==> src/rtl/neuron_mac_unit.sv <==
// neuron_mac_unit: serial MAC neuron, y = sat((sum x*w + bias<<FRAC) >>> FRAC); define RELU_EN to clamp negatives to 0
module neuron_mac_unit #(
    parameter int N_IN = 3,
    parameter int DW   = 8,
    parameter int FRAC = 4
) (
    input  logic                 clk,
    input  logic                 rst,
    input  logic                 en,
    input  logic [N_IN*DW-1:0]   x_flat,
    input  logic [N_IN*DW-1:0]   w_flat,
    input  logic [DW-1:0]        bias,
    output logic [DW-1:0]        y,
    output logic                 rdy,
    output logic                 valid,
    output logic                 sat
);
    localparam int AW = 2*DW + $clog2(N_IN+1) + 1;
    localparam int IW = N_IN > 1 ? $clog2(N_IN) : 1;
    localparam logic signed [AW-1:0] Y_MAX = AW'(2**(DW-1)-1);
    localparam logic signed [AW-1:0] Y_MIN = -Y_MAX - 1;
    typedef enum logic [2:0] {IDLE, MAC, BIAS, SAT, DONE} state_t;
    state_t state, state_nx;
    logic [N_IN*DW-1:0] x_r, w_r;
    logic signed [DW-1:0] bias_r, xi, wi, y_nx;
    logic signed [2*DW-1:0] prod;
    logic signed [AW-1:0] acc, prod_ext, bias_ext, t;
    logic [IW-1:0] idx;
    logic start, hi, lo, sat_nx;
    assign rdy      = state == IDLE || state == DONE;
    assign valid    = state == DONE;
    assign start    = rdy && en;
    assign xi       = x_r[idx*DW +: DW];
    assign wi       = w_r[idx*DW +: DW];
    assign prod     = xi * wi;
    assign prod_ext = {{(AW-2*DW){prod[2*DW-1]}}, prod};
    assign bias_ext = {{(AW-DW){bias_r[DW-1]}}, bias_r};
    assign t        = acc >>> FRAC;
    assign hi       = t > Y_MAX;
    assign lo       = t < Y_MIN;
`ifdef RELU_EN
    assign y_nx   = hi ? Y_MAX[DW-1:0] : t[AW-1] ? '0 : t[DW-1:0];
    assign sat_nx = hi;
`else
    assign y_nx   = hi ? Y_MAX[DW-1:0] : lo ? Y_MIN[DW-1:0] : t[DW-1:0];
    assign sat_nx = hi || lo;
`endif
    always_comb begin
        state_nx = state;
        case (state)
            IDLE, DONE: if (en) state_nx = MAC;
            MAC:        if (idx == IW'(N_IN-1)) state_nx = BIAS;
            BIAS:       state_nx = SAT;
            SAT:        state_nx = DONE;
            default:    state_nx = IDLE;
        endcase
    end
    // operands are captured at the start edge so callers may change them mid-operation
    always_ff @(posedge clk) begin
        if (!rst) begin
            state  <= IDLE;
            y      <= '0;
            sat    <= 1'b0;
            acc    <= '0;
            idx    <= '0;
            x_r    <= '0;
            w_r    <= '0;
            bias_r <= '0;
        end else begin
            state <= state_nx;
            if (start) begin
                x_r    <= x_flat;
                w_r    <= w_flat;
                bias_r <= bias;
                acc    <= '0;
                idx    <= '0;
                sat    <= 1'b0;
            end else if (state == MAC) begin
                acc <= acc + prod_ext;
                idx <= idx + 1'b1;
            end else if (state == BIAS) begin
                acc <= acc + (bias_ext <<< FRAC);
            end else if (state == SAT) begin
                y   <= y_nx;
                sat <= sat_nx;
            end
        end
    end
endmodule
==> config.mk <==
export PLATFORM = sky130hd
export DESIGN_NAME = neuron_mac_unit
export DESIGN_NICKNAME = d
export VERILOG_FILES = /design/src/rtl/neuron_mac_unit.sv
export SDC_FILE = /design/constraint.sdc
export NUM_CORES = 1
export LEC_CHECK = 0
export CAP_MARGIN = 5
export CORE_ASPECT_RATIO = 0.9
export CORE_MARGIN = 2
export CORE_UTILIZATION = 55
export CTS_BUF_LIST = sky130_fd_sc_hd__clkbuf_2
export CTS_CLUSTER_DIAMETER = 100
export DETAILED_ROUTE_END_ITERATION = 10
export PLACE_DENSITY = 0.77
export SLEW_MARGIN = 30
export SYNTH_ARGS = -nofsm -noshare
export SYNTH_HDL_FRONTEND = slang
export SYNTH_SLANG_ARGS = --single-unit
==> constraint.sdc <==
create_clock -name clk -period 10.1 [get_ports clk]
set_input_delay 1.01 -clock clk [delete_from_list [all_inputs] [get_ports clk]]
set_output_delay 1.01 -clock clk [all_outputs]
set_load 0.05 [all_outputs]
==> results.sh, run 1 <==
export IMPL_outcome="completed"
export IMPL_max_slew_margin_pct=45.3
export IMPL_async_reset_ff_share_pct=0
export IMPL_place_area_mm2=0.00867
export IMPL_pwr_share_clk_pct=20.1
export IMPL_root_buffer="clkbuf_2"
export IMPL_synth_cell_area_mm2=0.00791
export IMPL_synth_xor_area_share_pct=3.43
export IMPL_clock_path_buffers=2
export IMPL_grt_max_degree=71
export IMPL_critPathLaunchType="register"
export IMPL_postSynthCellCount=920
export IMPL_cts_hold_buf=0
export IMPL_pwr_share_seq_pct=42.1
export IMPL_die_w_um=130
export IMPL_synth_edf_count=0
export IMPL_swShare_pct=38.0
export IMPL_drt_initial_drc_count=361
export IMPL_fmax_mhz=145
export IMPL_core_area_mm2=0.0141
export IMPL_cts_resized=0
export IMPL_stdcell_count=1162
export IMPL_worstPathMaxFanout=28
export IMPL_powerDensity_mw_per_mm2=108
export IMPL_cts_made_buffers=9
export IMPL_first_global_vias=6214
export IMPL_hp_start="acc[1]$_SDFFE_PP0P_"
export IMPL_finalCritPeriodShare_pct=68.5
export IMPL_ys_flop_type="dfxtp_1"
export IMPL_dieArea_mm2=0.0154
export IMPL_finalClockSkew_ns=0.0457
export IMPL_multi_input_area_mm2=0.00555
export IMPL_grt_overflow=0
export IMPL_wirelength_um=16600
export IMPL_diodes=0
export IMPL_vias=6152
export IMPL_arrival_ns=7.42
export IMPL_drc=0
export IMPL_start_util_pct=56.3
export IMPL_p_int_mw=0.588
export IMPL_rsz0062_at_grt="false"
export IMPL_pin_count=70
export IMPL_drv_cap=0
export IMPL_path_clk_slew_ns=0.26
export IMPL_post_cts_setup_buffers=0
export IMPL_clock_sinks=89
export IMPL_ys_warnings_count=0
export IMPL_ff_latch_area_mm2=0.00178
export IMPL_finalWeightedCongestion=0.890
export IMPL_io_buffers=69
export IMPL_grt_pass1_wl_um=29500
export IMPL_end_kind="register"
export IMPL_tightest_slew_ns=0.819
export IMPL_ys_types=60
export IMPL_cts_tree="yes"
export IMPL_antenna_left=0
export IMPL_place_hpwl_um=13400
export IMPL_final_setup_tns_ns=0
export IMPL_fillCellCount=1253
export IMPL_setup_viol=0
export IMPL_ys_seq_elements=89
export IMPL_min_period_ns=6.92
export IMPL_p_leak_nw=3.91
export IMPL_slew_viol_final=0
export IMPL_final_area_mm2=0.00879
export IMPL_synth_top_family_by_area="adder cells"
export IMPL_critical_path_class="reg -> reg"
export IMPL_pwr_share_comb_pct=37.8
export IMPL_r2r_start="idx[1]$_SDFFE_PP0P_"
export IMPL_irDropWorstVdd_mv=0.0763
export IMPL_synthSimpleGateAreaFrac_pct=16.0
export IMPL_cp_startpoint="idx[1]$_SDFFE_PP0P_"
export IMPL_htree_levels=3
export IMPL_rows=41
export IMPL_nets=1167
export IMPL_grt_use_total_pct=23.8
export IMPL_dp_cells=1146
export IMPL_hold_path_class="reg -> reg"
export IMPL_antenna_found_initial=0
export IMPL_die_h_um=118
export IMPL_synth_compound_area_share_pct=17.4
export IMPL_syn_to_final_growth_pct=11.2
export IMPL_required_ns=10.61
export IMPL_firstDrtPassIters=5
export IMPL_switching_power_mw=0.360
export IMPL_synth_mux_area_share_pct=2.42
export IMPL_synthAdderAreaFrac_pct=30.8
export IMPL_drive_gt1_share_pct=4.44
export IMPL_avgSynthCellArea_um2=8.60
export IMPL_avgViaCountPerCell=5.29
export IMPL_wl_per_cell_um=14.3
export IMPL_synth_seq_area_share_pct=22.5
export IMPL_syn_nets=1123
export IMPL_hold_violations=0
export IMPL_clock_latency_ns=0.57
==> per-layer routing <==
metal	vias up	global-route usage, %	routed length [µm]
li1	3082	-	-
met1	2916	35.6	8370
met2	125	36.0	7220
met3	29	4.41	697
met4	0	5.65	362
met5	-	0	0
==> Yosys cell counts (all sizes together) (2+ instances only) <==
cell type    n  share of area, %
nand2      178               8.4
nand3        6              0.38
o211ai      10               1.0
nor2b        7              0.55
or2          3              0.24
mux2i       18               2.3
o21ai       30               2.0
nor4         2              0.35
xor2         8              0.89
o22ai        2              0.16
and2         7              0.55
dfxtp       89                23
o221ai       5              0.55
nand4        3              0.24
a21o         6              0.57
ha          59               9.3
fa          85                22
a211oi       7              0.79
buf         15              0.95
nor2        71               3.4
a21oi       44               3.1
xnor2       23               2.5
a21boi      65               6.2
nand2b      14               1.2
o31ai        2              0.25
a31oi        5              0.47
inv        103               4.9
clkbuf      24               1.5
nor3         2              0.13
o21bai       3              0.28
o21a        11               1.0
==> layout make-up <==
type,instances,share of cell area [%]
Clock buffer,9,0.512
Timing Repair Buffer,72,8.08
Sequential cell,89,20.3
Inverter,103,4.40
Tap cell,193,2.75
Multi-Input combinational cell,689,63.1
Clock inverter,7,0.868
==> power by group through the flow <==
stage          registers [mW]  logic, mW  clock network, mW
2_1_floorplan           0.394      0.272                  0
3_3_place_gp            0.405      0.350                  0
3_5_place_dp            0.405      0.356                  0
4_1_cts                 0.398      0.360              0.197
5_1_grt                 0.402      0.411              0.208
6_report                0.399      0.358              0.191
==> state kept, by name, indices dropped and copies added, names as in the netlist <==
name,count
acc,19
bias_r,8
idx,2
sat,1
state,3
w_r,24
x_r,24
y,8
==> layout by cell type, fill, tap and decap left out, types with 4 or more instances in the layout <==
master	count
a211oi_1	5
a21boi_0	59
a21boi_1	6
a21o_1	6
a21oi_1	40
a31oi_1	4
and2_1	6
buf_4	4
clkbuf_2	9
clkdlybuf4s50_1	68
dfxtp_1	89
fa_1	85
ha_1	59
inv_1	103
mux2i_1	18
nand2_1	177
nand2b_1	12
nand3_1	6
nor2_1	71
nor2b_1	6
o211ai_1	9
o21a_1	11
o21ai_0	22
o21ai_1	7
o221ai_1	5
xnor2_1	23
xor2_1	8
==> critical path, cell delays in order, from the launching register on <==
cell and delay, ns:
dfxtp_1 0.91, nor2b_2 0.62, nand2_1 0.13, o21ai_1 0.28, and2_1 0.60, inv_1 0.14, fa_1 0.53, inv_1 0.05
fa_1 0.52, fa_1 0.44, fa_1 0.60, fa_1 0.43, ha_1 0.38, o21ai_1 0.09, a21oi_2 0.21, nor4_4 0.06
o31ai_2 0.36, o21ai_0 0.19, xnor2_1 0.16, o31ai_1 0.18
==> cell families (layout without fill, tap and decap cells) <==
| logic type | Yosys count | count (layout) |
|---|---|---|
| AOI/OAI and AO/OA | 197 | 197 |
| xor gates and xnor gates | 31 | 31 |
| adders and majority gates | 144 | 144 |
| buffers and inverters | 142 | 191 |
| DFF | 89 | 89 |
| muxes | 19 | 19 |
| and+or+nand+nor | 298 | 298 |
==> per-stage QoR <==
stage	setup slack [ns]	utilization (%)	hold WS, ns	power (mW)
after global placement	3.26	61.7	0.445	0.755
final	3.18	62.6	0.474	0.947
after floorplan	4.36	-	0.434	0.666
after detailed placement	3.05	61.7	0.451	0.761
after global routing	2.64	62.6	0.502	1.02
after CTS	3.04	62.5	0.476	0.955
==> final timing paths <==
| path | endpoint | slack (ns) | depth (start not counted) |
|---|---|---|---|
| worst max-delay path | acc[18]$_SDFFE_PP0N_ | 3.18 | 19 |
| worst min-delay path | acc[1]$_SDFFE_PP0P_ | 0.47 | 2 |
| worst max register to register | acc[18]$_SDFFE_PP0N_ | 3.18 | 19 |
| worst min register to register | acc[1]$_SDFFE_PP0P_ | 0.47 | 2 |
No activity file was read; power rests on OpenSTA's default activity.
==> run 2, diff against run 1 <==
==> constraint.sdc (replaced) <==
create_clock -name clk -period 6.8 [get_ports clk]
set_input_delay 0.68 -clock clk [delete_from_list [all_inputs] [get_ports clk]]
set_output_delay 0.68 -clock clk [all_outputs]
set_load 0.05 [all_outputs]
==> run 2 against run 1 <==
Effect of this change:
- global-route usage increased by 0.45 points
- sequential cell count unchanged
- clock-buffer cell count unchanged
- critical path depth decreased by 1
- worst setup slack got worse by 2.3 ns
- maximum frequency increased by 17%
- sequential share of layout area decreased by 0.13 points
- via count decreased by 0.28%
- critical endpoint unchanged
- highest routed layer unchanged
==> results.sh, run 2 (same netlist as run 1, synthesis figures left out) <==
export IMPL_fillCellCount=1242
export IMPL_drive_gt1_share_pct=5.02
export IMPL_first_global_vias=6230
export IMPL_htree_levels=3
export IMPL_end_kind="register"
export IMPL_avgViaCountPerCell=5.25
export IMPL_drv_cap=0
export IMPL_hp_start="acc[3]$_SDFFE_PP0P_"
export IMPL_grt_overflow=0
export IMPL_grt_pass1_wl_um=29900
export IMPL_core_area_mm2=0.0141
export IMPL_post_cts_setup_buffers=0
export IMPL_required_ns=7.35
export IMPL_hold_violations=0
export IMPL_io_buffers=69
export IMPL_powerDensity_mw_per_mm2=161
export IMPL_whs_endpoint="acc[3]$_SDFFE_PP0P_"
export IMPL_place_hpwl_um=13800
export IMPL_dp_cells=1153
export IMPL_outcome="completed"
export IMPL_irDropWorstVdd_mv=0.141
export IMPL_critPathLaunchType="register"
export IMPL_fmax_mhz=170
export IMPL_nets=1174
export IMPL_final_setup_tns_ns=0
export IMPL_cts_tree="yes"
export IMPL_ff2ff_setup_slack_ns=0.90
export IMPL_antenna_found_initial=0
export IMPL_r2r_start="idx[1]$_SDFFE_PP0P_"
export IMPL_diodes=0
export IMPL_hold_path_class="reg -> reg"
export IMPL_clock_path_buffers=2
export IMPL_finalWeightedCongestion=0.920
export IMPL_finalCritPeriodShare_pct=86.7
export IMPL_wirelength_um=16900
export IMPL_antenna_left=0
export IMPL_root_buffer="clkbuf_2"
export IMPL_syn_to_final_growth_pct=11.9
export IMPL_finalClockSkew_ns=0.0475
export IMPL_rsz0062_at_grt="false"
export IMPL_final_cell_mix="nand2_1, inv_1, dfxtp_1, fa_1, nor2_1"
export IMPL_final_area_mm2=0.00885
export IMPL_rows=41
export IMPL_grt_max_degree=71
export IMPL_r2r_end="acc[18]$_SDFFE_PP0N_"
export IMPL_stdcell_count=1169
export IMPL_ff2ff_path_depth=18
export IMPL_reg_top3="w_r x24, x_r x24, acc x19"
export IMPL_die_h_um=118
export IMPL_drc=0
export IMPL_path_clk_slew_ns=0.28
export IMPL_p_leak_nw=3.95
export IMPL_start_util_pct=56.3
export IMPL_dieArea_mm2=0.0154
export IMPL_min_period_ns=5.90
export IMPL_hold_depth=2
export IMPL_die_w_um=130
export IMPL_setup_viol=0
export IMPL_vias=6135
export IMPL_cts_resized=0
export IMPL_slew_viol_final=0
export IMPL_grt_use_total_pct=24.3
export IMPL_layout_commonest_cell="nand2_1"
export IMPL_cts_made_buffers=9
export IMPL_firstDrtPassIters=4
export IMPL_arrival_ns=6.45
export IMPL_wl_per_cell_um=14.5
export IMPL_worstPathMaxFanout=17
export IMPL_critical_path_class="reg -> reg"
export IMPL_tightest_slew_ns=0.782
export IMPL_cts_hold_buf=0
export IMPL_clock_latency_ns=0.61
export IMPL_max_slew_margin_pct=47.3
export IMPL_clock_sinks=89
export IMPL_pin_count=70
export IMPL_place_area_mm2=0.00872
export IMPL_drt_initial_drc_count=318
==> run 2: changes by cell type in the layout (fill, tap and decap cells not counted) <==
cell and change:
buf_4 +7, inv_8 +2, clkinv_2 -1, inv_6 -1, nor2b_1 +1, nor2b_2 -1
==> run 2: layout make-up <==
type                            count  area (µm²)  area share [%]
Clock buffer                        9        45.0           0.509
Clock inverter                      7        85.1           0.961
Inverter                          103         387            4.37
Multi-Input combinational cell    689        5550            62.7
Sequential cell                    89        1780            20.1
Tap cell                          193         241            2.73
Timing Repair Buffer               79         763            8.62
==> run 2: how the worst max path moves through the flow <==
stage	startpoint	endpoint	slack, ns	cells after the start
final	idx[1]$_SDFFE_PP0P_	acc[18]$_SDFFE_PP0N_	0.90	18
after global routing	idx[1]$_SDFFE_PP0P_	acc[18]$_SDFFE_PP0N_	0.42	18
after CTS	idx[1]$_SDFFE_PP0P_	acc[18]$_SDFFE_PP0N_	0.93	18
after detailed placement	idx[1]$_SDFFE_PP0P_	acc[18]$_SDFFE_PP0N_	0.96	18
after global placement	idx[1]$_SDFFE_PP0P_	acc[18]$_SDFFE_PP0N_	1.12	18
after floorplan	idx[0]$_SDFFE_PP0P_	acc[17]$_SDFFE_PP0N_	1.06	20
==> run 2: through the flow <==
stage	hold WS [ns]	worst slack [ns]	total power, mW	utilization, %
global placement	0.443	1.12	1.12	62.0
global route	0.499	0.423	1.54	63.0
finish	0.475	0.903	1.43	63.0
detailed placement	0.453	0.957	1.13	62.0
floorplan	0.434	1.06	0.989	-
CTS	0.480	0.930	1.44	63.0
==> run 2: where the power goes <==
part / internal [mW] / switching [mW]
Combinational: 0.231 / 0.307
Sequential: 0.556 / 0.0348
Clock: 0.0935 / 0.204
Total: 0.880 / 0.546
==> run 2: per-layer routing <==
metal	GRT usage, %	share of wire, %	vias up
met5	0	0	-
met1	36.0	50	2893
met2	36.8	44	118
met4	6.38	2.0	0
li1	-	-	3100
met3	4.09	3.6	24
==> run 2: worst max-delay path, stage by stage, from the launching register on <==
cell,delay (ns)
dfxtp_1,0.57
buf_4,0.28
nor2_1,0.07
a21oi_1,0.50
nand2b_1,0.22
fa_1,0.46
fa_1,0.55
inv_1,0.06
fa_1,0.52
fa_1,0.60
fa_1,0.43
ha_1,0.38
o21ai_1,0.09
a21oi_2,0.20
nor4_4,0.06
o31ai_2,0.34
o21ai_0,0.17
xnor2_1,0.16
o31ai_1,0.18
==> run 3, diff against run 2 <==
--- a/config.mk
+++ b/config.mk
@@ -6,13 +6,15 @@
 export NUM_CORES = 1
 export LEC_CHECK = 0
 export CAP_MARGIN = 5
+export CELL_PAD_IN_SITES_DETAIL_PLACEMENT = 1
+export CELL_PAD_IN_SITES_GLOBAL_PLACEMENT = 1
 export CORE_ASPECT_RATIO = 0.9
 export CORE_MARGIN = 2
-export CORE_UTILIZATION = 55
+export CORE_UTILIZATION = 46
 export CTS_BUF_LIST = sky130_fd_sc_hd__clkbuf_2
 export CTS_CLUSTER_DIAMETER = 100
 export DETAILED_ROUTE_END_ITERATION = 10
-export PLACE_DENSITY = 0.77
+export PLACE_DENSITY_LB_ADDON = 0.1
 export SLEW_MARGIN = 30
 export SYNTH_ARGS = -nofsm -noshare
 export SYNTH_HDL_FRONTEND = slang
==> run 3 against run 2 <==
Effect of this change:
- power up 5.3%
- core utilization is 10 points lower
- die area grew 19%
- clock power increased by 14%
- via count rose by 4.8%
- largest power group unchanged
- worst hold slack better by 0.0063 ns
- sequential share of layout area down 0.10 points
- cell area increased by 0.52%
- highest routed layer unchanged
==> results.sh, run 3 (same netlist as run 1, synthesis figures left out) <==
export IMPL_outcome="completed"
export IMPL_ff2ff_path_depth=20
export IMPL_die_h_um=128
export IMPL_start_util_pct=47.0
export IMPL_finalClockSkew_ns=0.0414
export IMPL_place_hpwl_um=17600
export IMPL_grt_pass1_wl_um=36000
export IMPL_r2r_start="idx[1]$_SDFFE_PP0P_"
export IMPL_grt_overflow=0
export IMPL_min_period_ns=6.01
export IMPL_dieArea_mm2=0.0183
export IMPL_final_area_mm2=0.00890
export IMPL_irDropWorstVdd_mv=0.109
export IMPL_io_buffers=69
export IMPL_final_setup_tns_ns=0
export IMPL_slowest_delay_ns=0.60
export IMPL_cts_resized=0
export IMPL_pin_count=70
export IMPL_cts_made_buffers=9
export IMPL_drc=0
export IMPL_root_buffer="clkbuf_2"
export IMPL_layout_commonest_cell="nand2_1"
export IMPL_cts_tree="yes"
export IMPL_crit_buf_inv=4
export IMPL_nets=1175
export IMPL_fillCellCount=2026
export IMPL_finalWeightedCongestion=0.877
export IMPL_final_cell_mix="nand2_1, inv_1, dfxtp_1, fa_1, nor2_1"
export IMPL_htree_levels=3
export IMPL_firstDrtPassIters=5
export IMPL_place_area_mm2=0.00875
export IMPL_multi_input_area_mm2=0.00555
export IMPL_grt_use_total_pct=25.1
export IMPL_ff_latch_area_mm2=0.00178
export IMPL_finalCritPeriodShare_pct=88.3
export IMPL_ff2ff_setup_slack_ns=0.79
export IMPL_fmax_mhz=166
export IMPL_powerDensity_mw_per_mm2=169
export IMPL_cts_hold_buf=0
export IMPL_r2r_end="acc[18]$_SDFFE_PP0N_"
export IMPL_worstPathCellList="buf_4 > nand2_1 > o22ai_1 > nand2_1 > fa_1 > inv_1 > fa_1 > inv_1 > fa_1 > inv_1 > fa_1 > fa_1 > ha_1 > o21ai_1 > a21oi_2 > nor4_4 > o31ai_2 > o21ai_0 > xnor2_1 > o31ai_1"
export IMPL_syn_to_final_growth_pct=12.5
export IMPL_end_kind="register"
export IMPL_first_global_vias=7195
export IMPL_cp_top_family="adder cells"
export IMPL_wl_per_cell_um=18.1
export IMPL_antenna_found_initial=1
export IMPL_avgViaCountPerCell=5.41
export IMPL_worstPathMaxFanout=18
export IMPL_slowest_stage="dfxtp_1"
export IMPL_hold_depth=2
export IMPL_setup_viol=0
export IMPL_reg_top3="w_r x24, x_r x24, acc x19"
export IMPL_critical_path_class="reg -> reg"
export IMPL_tightest_slew_ns=0.787
export IMPL_drt_initial_drc_count=324
export IMPL_arrival_ns=6.58
export IMPL_rows=45
export IMPL_grt_max_degree=71
export IMPL_whs_endpoint="acc[2]$_SDFFE_PP0P_"
export IMPL_p_leak_nw=3.97
export IMPL_hp_start="acc[2]$_SDFFE_PP0P_"
export IMPL_wirelength_um=21500
export IMPL_rsz0062_at_grt="false"
export IMPL_hold_path_class="reg -> reg"
export IMPL_die_w_um=142
export IMPL_vias=6431
export IMPL_drive_gt1_share_pct=5.12
export IMPL_timing_critical_path_mode_cell="fa_1"
export IMPL_max_slew_margin_pct=47.0
export IMPL_antenna_left=0
export IMPL_core_area_mm2=0.0168
export IMPL_post_cts_setup_buffers=0
export IMPL_hold_violations=0
export IMPL_clock_path_buffers=2
export IMPL_clock_latency_ns=0.63
export IMPL_path_clk_slew_ns=0.30
export IMPL_drv_cap=0
export IMPL_critPathLaunchType="register"
export IMPL_clock_sinks=89
export IMPL_slew_viol_final=0
export IMPL_required_ns=7.37
==> run 3: changes by cell type in the layout (fill, tap and decap cells not counted), sizes merged <==
cell	delta
diode	+1
buf	+1
clkinv	+2
clkinvlp	-1
inv	-2
bufinv	+1
==> run 3: worst reg2reg max path, stage by stage (launching register included) <==
cell,delay (ns)
dfxtp_1,0.60
buf_4,0.29
nand2_1,0.10
o22ai_1,0.49
nand2_1,0.17
fa_1,0.52
inv_1,0.05
fa_1,0.51
inv_1,0.07
fa_1,0.52
inv_1,0.08
fa_1,0.44
fa_1,0.46
ha_1,0.39
o21ai_1,0.10
a21oi_2,0.24
nor4_4,0.07
o31ai_2,0.36
o21ai_0,0.17
xnor2_1,0.15
o31ai_1,0.22
==> run 3: where the power goes <==
| group | leakage, nW | internal (mW) | switching, mW |
|---|---|---|---|
| registers | 0.727 | 0.556 | 0.0397 |
| clock network | 0.0897 | 0.127 | 0.212 |
| logic | 3.15 | 0.236 | 0.332 |
| total | 3.97 | 0.918 | 0.583 |
==> run 3: how the worst max path moves through the flow <==
stage / depth (start not counted) / slack [ns] / start / endpoint
finish: 20 / 0.79 / idx[1]$_SDFFE_PP0P_ / acc[18]$_SDFFE_PP0N_
global placement: 19 / 1.02 / idx[0]$_SDFFE_PP0P_ / acc[18]$_SDFFE_PP0N_
CTS: 19 / 0.77 / idx[0]$_SDFFE_PP0P_ / acc[18]$_SDFFE_PP0N_
floorplan: 20 / 1.06 / idx[0]$_SDFFE_PP0P_ / acc[17]$_SDFFE_PP0N_
global route: 19 / 0.37 / idx[0]$_SDFFE_PP0P_ / acc[18]$_SDFFE_PP0N_
detailed placement: 19 / 0.80 / idx[0]$_SDFFE_PP0P_ / acc[18]$_SDFFE_PP0N_
==> run 3: through the flow <==
| step | worst slack, ns | utilization, % | cells | hold WS [ns] | power, mW |
|---|---|---|---|---|---|
| after detailed placement | 0.796 | 52.0 | 1172 | 0.457 | 1.17 |
| after global placement | 1.02 | 52.0 | 1172 | 0.447 | 1.14 |
| after floorplan | 1.06 | - | 920 | 0.434 | 0.989 |
| after global routing | 0.372 | 52.9 | 1189 | 0.505 | 1.62 |
| after CTS | 0.767 | 52.8 | 1188 | 0.485 | 1.52 |
| final | 0.794 | 52.9 | 1189 | 0.482 | 1.50 |
==> run 3: metal layers <==
layer / up-vias / global-route usage (%) / wire [µm]
met5: - / 0 / 0
met4: 0 / 6.29 / 398
met3: 29 / 4.47 / 716
met2: 111 / 43.8 / 10400
met1: 3190 / 32.5 / 10000
li1: 3101 / - / -
==> run 3: final cells by class <==
cell class                 instances  share of cell area [%]
tap                              211                    2.97
clock buffer                       9                   0.506
antenna                            1                  0.0281
inverter                         103                    4.34
timing repair buffer              80                    8.63
multi-input combinational        689                    62.4
clock inverter                     7                    1.14
sequential                        89                    20.0
